### src/rtl/idelay_ctrl_seq.sv
// Reset/ready sequencer for the IODELAY calibration controller wrapper.
// Pulses dly_rst, waits for a synchronised ready, retries on timeout.
module idelay_ctrl_seq #(
  parameter int RST_CYCLES  = 16,
  parameter int RDY_TIMEOUT = 1024,
  parameter int MAX_RETRIES = 3,
  parameter int CNT_W       = 16,
  parameter int RETRY_W     = 4
) (
  input  logic               clk,
  input  logic               rst_n,
  input  logic               restart,
  input  logic               rdy_in,
  output logic               dly_rst,
  output logic               ready,
  output logic               fail,
  output logic               lost,
  output logic [RETRY_W-1:0] retries,
  output logic [1:0]         state
);

  typedef enum logic [1:0] {
    S_RESET = 2'd0,
    S_WAIT  = 2'd1,
    S_READY = 2'd2,
    S_FAIL  = 2'd3
  } st_t;

  st_t               st_q, st_d;
  logic [CNT_W-1:0]   cnt_q, cnt_d;
  logic [RETRY_W-1:0] rt_q, rt_d;
  logic               lost_q, lost_d;
  logic [1:0]         sync_q;
  logic               rdy_s;

  assign rdy_s = sync_q[1];

  always_ff @(posedge clk or negedge rst_n) begin
    if (!rst_n) begin
      sync_q <= 2'b00;
    end else begin
      sync_q <= {sync_q[0], rdy_in};
    end
  end

  always_ff @(posedge clk or negedge rst_n) begin
    if (!rst_n) begin
      st_q   <= S_RESET;
      cnt_q  <= '0;
      rt_q   <= '0;
      lost_q <= 1'b0;
    end else begin
      st_q   <= st_d;
      cnt_q  <= cnt_d;
      rt_q   <= rt_d;
      lost_q <= lost_d;
    end
  end

  always_comb begin
    st_d   = st_q;
    cnt_d  = cnt_q;
    rt_d   = rt_q;
    lost_d = lost_q;
    if (restart) begin
      st_d   = S_RESET;
      cnt_d  = '0;
      rt_d   = '0;
      lost_d = 1'b0;
    end else begin
      unique case (st_q)
        S_RESET: begin
          if (cnt_q == CNT_W'(RST_CYCLES - 1)) begin
            st_d  = S_WAIT;
            cnt_d = '0;
          end else begin
            cnt_d = cnt_q + CNT_W'(1);
          end
        end
        S_WAIT: begin
          cnt_d = cnt_q + CNT_W'(1);
          // first two cycles may still hold a stale synchroniser value
          if (cnt_q >= CNT_W'(2) && rdy_s) begin
            st_d  = S_READY;
            cnt_d = '0;
          end else if (cnt_q == CNT_W'(RDY_TIMEOUT - 1)) begin
            if (rt_q == RETRY_W'(MAX_RETRIES)) begin
              st_d = S_FAIL;
            end else begin
              rt_d  = rt_q + RETRY_W'(1);
              st_d  = S_RESET;
              cnt_d = '0;
            end
          end
        end
        S_READY: begin
          if (!rdy_s) begin
            lost_d = 1'b1;
            rt_d   = '0;
            st_d   = S_RESET;
            cnt_d  = '0;
          end
        end
        S_FAIL: begin
          st_d = S_FAIL;
        end
        default: begin
          st_d = S_RESET;
        end
      endcase
    end
  end

  assign dly_rst = (st_q == S_RESET);
  assign ready   = (st_q == S_READY);
  assign fail    = (st_q == S_FAIL);
  assign lost    = lost_q;
  assign retries = rt_q;
  assign state   = st_q;

endmodule
### config.mk
export PLATFORM = sky130hd
export DESIGN_NAME = idelay_ctrl_seq
export DESIGN_NICKNAME = d
export VERILOG_FILES = /design/src/rtl/idelay_ctrl_seq.sv
export SDC_FILE = /design/constraint.sdc
export NUM_CORES = 1
export LEC_CHECK = 0
export ABC_CLOCK_PERIOD_IN_PS = 5950
export CORE_ASPECT_RATIO = 0.9
export CORE_UTILIZATION = 62
export DETAILED_ROUTE_END_ITERATION = 8
export GPL_TIMING_DRIVEN = 0
export PLACE_DENSITY = 0.9
export SYNTH_ARGS = -nofsm -noshare
export SYNTH_HDL_FRONTEND = slang
export SYNTH_SLANG_ARGS = --single-unit
### constraint.sdc
create_clock -name clk -period 5.95 [get_ports clk]
set_input_delay 1.785 -clock clk [delete_from_list [all_inputs] [get_ports clk]]
set_output_delay 1.785 -clock clk [all_outputs]
set_load 0.005 [all_outputs]
# == Word level (Yosys, flattened, before mapping) ==
# Index checks and enable logic that the tools add are counted.
# Widths: inputs -> output; s select.
# totals
elab_cells,53
inputBits,4
reg_bits,25
output_inout_bits,10
# op_classes
n_mux,23
addsub,2
n_reduce_logical,9
magnitude_cmp,1
eq_ne,13
# ops
cell,n
$mux 16,6
$pmux 16 s3,1
$mux 4,5
$add 16x1->16 const B,1
$eq 16x10->1 const B,1
$eq 16x4->1 const B,1
$ge 16x2->1 const B,1
$mux 2,6
$ne 3x3->1 const B,4
$pmux 2 s4,1
$pmux 4 s2,1
$reduce_and 5->1,1
$add 4x1->4 const B,1
$eq 2x2->1 const B,2
$eq 4x2->1 const B,1
$ne 4x4->1 const B,1
$reduce_and 2->1,2
$reduce_bool 4->1,1
$mux 1,3
$ne 3x2->1 const B,1
$reduce_and 3->1,1
$reduce_bool 3->1,1
$eq 2x1->1 const B,1
$logic_not 2->1,1
3 further kinds,3

# == Depth between registers and ports, before layout ==
# depth
word_depth,6
mapped_depth,8
ltp_nobuf,7

# == Worst setup path before layout ==
# Ideal clock, no wire load.
# synth_path
path_type,input -> register
startpoint,input restart
endpoint,register cnt_q[11]
slack_ps,2882
stages,5
required_time_ps,5886
setup_time_ps,64
arrival_time_ps,3004
cell_sequence,clkbuf_1 > nor2_1 > or3_1 > a221oi_1 > a21o_1
# synth_between
elab_chain_cells,2
# synth_lines
item,line_no,source
start: declaration,12,"input logic restart,"
$ne 3x3->1 (no line) or $reduce_bool 4->1 (tied branches),-,
$reduce_and 2->1 (no line),-,
end signal: assignment,54,cnt_q <= cnt_d;
end: declaration,30,"logic [CNT_W-1:0] cnt_q, cnt_d;"
# Parallel ways exist; a longest one is shown, timed or not.
# A chain may end at the register's enable or synchronous reset.

# == Worst setup path after layout ==
# layout_path
startpoint,"register st_q[1], in the netlist state[1]"
endpoint,output dly_rst
# layout_between
elab_chain_cells,1
# layout_lines
item,line_no,source
start: declaration,29,"st_t st_q, st_d;"
start signal: assignment,53,st_q <= st_d;
$logic_not 2->1,114,assign dly_rst = (st_q == S_RESET);
end: declaration,14,"output logic dly_rst,"
# No other way between the ends.

==> metrics <==
vias around 1.7k; setup TNS 0 ns; DRC 2; met2 wire len about 2000 um; First-pass DRT Iterations 6; clock buffer depth 2; DRT iter0 DRCs 135; total global-route track usage 31.6%; Netlist Area Pre-Place ~1700 um2; Reg power frac roughly 53%; DIE AREA approximately 3000 um2; total grt overflow 0; CP max-delay cell clkdlybuf4s50_1; Setup crit start kind register; CTS Hold Bufs 0; IO Port Bufs 12; CTS tree done; # IOs 14; Crit path largest cell delay approximately 0.53 ns; Seq/Total Area, Yosys 36.4%; Worst-Margin Slew roughly 1.2 ns; syn nets between 200 and 250; Clock Sinks 25; commonest register cell after synthesis dfrtp_1; # fillers roughly 190; final hold vios 0; Switching Power approximately 0.11 mW; Post-synth EDFFs 0; share of layout cells above drive strength 1 7.21%; worst path buffer plus inverter count 2; # diodes 0; WS Path Type reg -> out; power density over cell area 183 nW/um2; CTS root buffer clkbuf_4; Mapped Cells about 190; clk_lat worst skew between 0.3 and 0.4 ns; sw frac around a third; #FFs+latches synth 25; worst-path fanout max 5; Met3 Wirelength between 300 and 400 um; Avg Inst Size Synth about 9.0 um2; DRT met1 WL ~1900 um; Hold Crit Class reg -> reg; post-CTS setup buffers 0; WHS Path Cells 0; DIE HEIGHT 52.0 um; total power 0.349 mW; Worst Hold Path EP sync_q[1]; vias in the first global route between 1k and 1.5k; most frequent cells in the layout 25 x dfrtp_1, 21 x nand2_1, 15 x nor2_1; DR vias/cell approximately 7; family with the most delay on the worst path buffers and inverters; synth unique cells 52; placement row count 17; Logic pwr share between 20% and 30%; Final #Nets 220; min-delay src sync_q[0]; fin util 75.1%; CTS Buf Count 3; initial antenna violation count 0; Synth Warn # 0; worst flop-to-flop path endpoint cnt_q[2]; first-pass GRT wire length slightly above 7000 um; Die W between 50 and 60 um; commonest non-fill, non-tap cell in the layout dfrtp_1; crit path capture type output pin; worst r2r path cells 7; worst r2r src cnt_q[0]; max-cap check violation count 0; r2r setup slk ~3.2 ns; Final Cycle Share 58.2%; maximum vdd ir drop between 0.00015 and 0.0002 V; Tmin final between 3 and 4 ns; crit path DAT around 1.7 ns; Post-DP HPWL 3160 um; Clock Power Share approximately 23%; Max Freq between 200 and 300 MHz; core outline area ~2500 um2; slew margin rel. roughly 23%; Critical Path, Cell by Cell inv_1 > ha_1 > clkdlybuf4s50_1; run status finished, violations left; Initial Util roughly two thirds; post-route ant nets 0; asr flop ratio synth 100%; Final Max Tran Viols 0; Worst EP required 4.16 ns; RSZ-0062 raised after global routing false; wire per inst roughly 18 um; Max Used Layer met4; largest net degree at the start of global routing 26; failing checks design-rule violations; skew final around 0.011 ns; H-Tree Depth 1; final count of negative-setup-slack endpoints 0; Final GP Congestion 0.962; CTS clk-pin slew, worst paths 0.14 ns; Total Wirelength roughly 4300 um; area grow syn2layout 10.5%; P_int between 0.2 and 0.25 mW; CTS resizes 0; P_leak 0.790 nW
==> Yosys cell counts (2+ instances only) <==
| cell | instances | area [um2] |
|---|---|---|
| a21o_1 | 3 | 22.5 |
| a22o_1 | 3 | 26.3 |
| nand4_1 | 5 | 31.3 |
| nor2b_1 | 4 | 25.0 |
| o22ai_1 | 3 | 18.8 |
| a221oi_1 | 2 | 17.5 |
| nor2_1 | 15 | 56.3 |
| a221o_1 | 3 | 30.0 |
| clkbuf_1 | 5 | 18.8 |
| nor3_1 | 5 | 25.0 |
| ha_1 | 7 | 87.6 |
| or3_1 | 4 | 25.0 |
| nand3_1 | 12 | 60.1 |
| nor4_1 | 2 | 12.5 |
| o31ai_1 | 4 | 30.0 |
| nand2_1 | 21 | 78.8 |
| mux2i_1 | 5 | 50.1 |
| o211ai_1 | 6 | 45.0 |
| and3_1 | 2 | 12.5 |
| and2_1 | 2 | 12.5 |
| a41oi_1 | 2 | 17.5 |
| dfrtp_1 | 25 | 626 |
| a31oi_1 | 2 | 12.5 |
| nor3b_1 | 2 | 15.0 |
| a211oi_1 | 4 | 30.0 |
| or4_1 | 3 | 22.5 |
| or2_2 | 2 | 12.5 |
| inv_1 | 7 | 26.3 |
| o21ai_0 | 9 | 45.0 |
==> power by group through the flow <==
| stage | logic (mW) | registers, mW | clock network [mW] |
|---|---|---|---|
| detailed placement | 0.0830 | 0.188 | 0 |
| CTS | 0.0835 | 0.184 | 0.0791 |
| finish | 0.0856 | 0.185 | 0.0786 |
| floorplan | 0.0579 | 0.186 | 0 |
| global route | 0.0927 | 0.186 | 0.0833 |
| global placement | 0.0807 | 0.187 | 0 |
==> cells by family (layout without fill, tap and decap cells) <==
family	Yosys count	after routing	synth area share, %
AOI/OAI and AO/OA	56	56	26.4
adders and majority gates	7	7	5.09
buffers and inverters	14	30	3.13
DFF	25	25	36.4
muxes	6	6	3.56
and+or+nand+nor	84	84	25.5
==> sequential cells by signal, summed over array words and instances, names as in the netlist <==
signal	cells
cnt_q	16
retries	4
state	2
sync_q	2
lost	1
==> per-stage QoR <==
stage          std cells  hold WS [ns]  instance area, um2  setup WS (ns)
2_1_floorplan        192         0.331                1720           2.88
3_3_place_gp         232         0.339                1880           2.44
3_5_place_dp         232         0.373                1880           2.44
4_1_cts              236         0.403                1900           2.48
5_1_grt              236         0.405                1900           2.41
6_report             236         0.393                1900           2.49
==> metal layers <==
metal | track usage, % | up-vias
met5 | 0 | -
met4 | 7.32 | 0
met3 | 4.98 | 9
met2 | 49.6 | 90
met1 | 45.9 | 795
li1 | - | 775
==> layout make-up <==
class	instances	area, um2	area share [%]
multi-input cells	153	1040	54.7
flip-flops and latches	25	626	32.9
repair buffers	12	120	6.32
well taps	28	35.0	1.84
plain buffers	7	27.5	1.45
clock buffers	4	26.3	1.38
inverters	7	26.3	1.38
==> worst register-to-register path: stages, from the launching register on <==
cell      delay (ns)
dfrtp_1         0.43
inv_1           0.06
ha_1            0.18
or4_1           0.54
o41a_1          0.50
a211o_4         0.39
a211oi_4        0.37
a22o_1          0.21
==> how the worst max path moves through the flow <==
stage                           end  cells past startpoint  startpoint  slack (ns)
after floorplan           cnt_q[11]                      5     restart        2.88
after global routing        dly_rst                      3    state[1]        2.41
after CTS                   dly_rst                      3    state[1]        2.48
after global placement    cnt_q[10]                      5     restart        2.44
final                       dly_rst                      3    state[1]        2.49
after detailed placement  cnt_q[10]                      5     restart        2.44
Note: power is estimated with default switching activity, not from simulation.
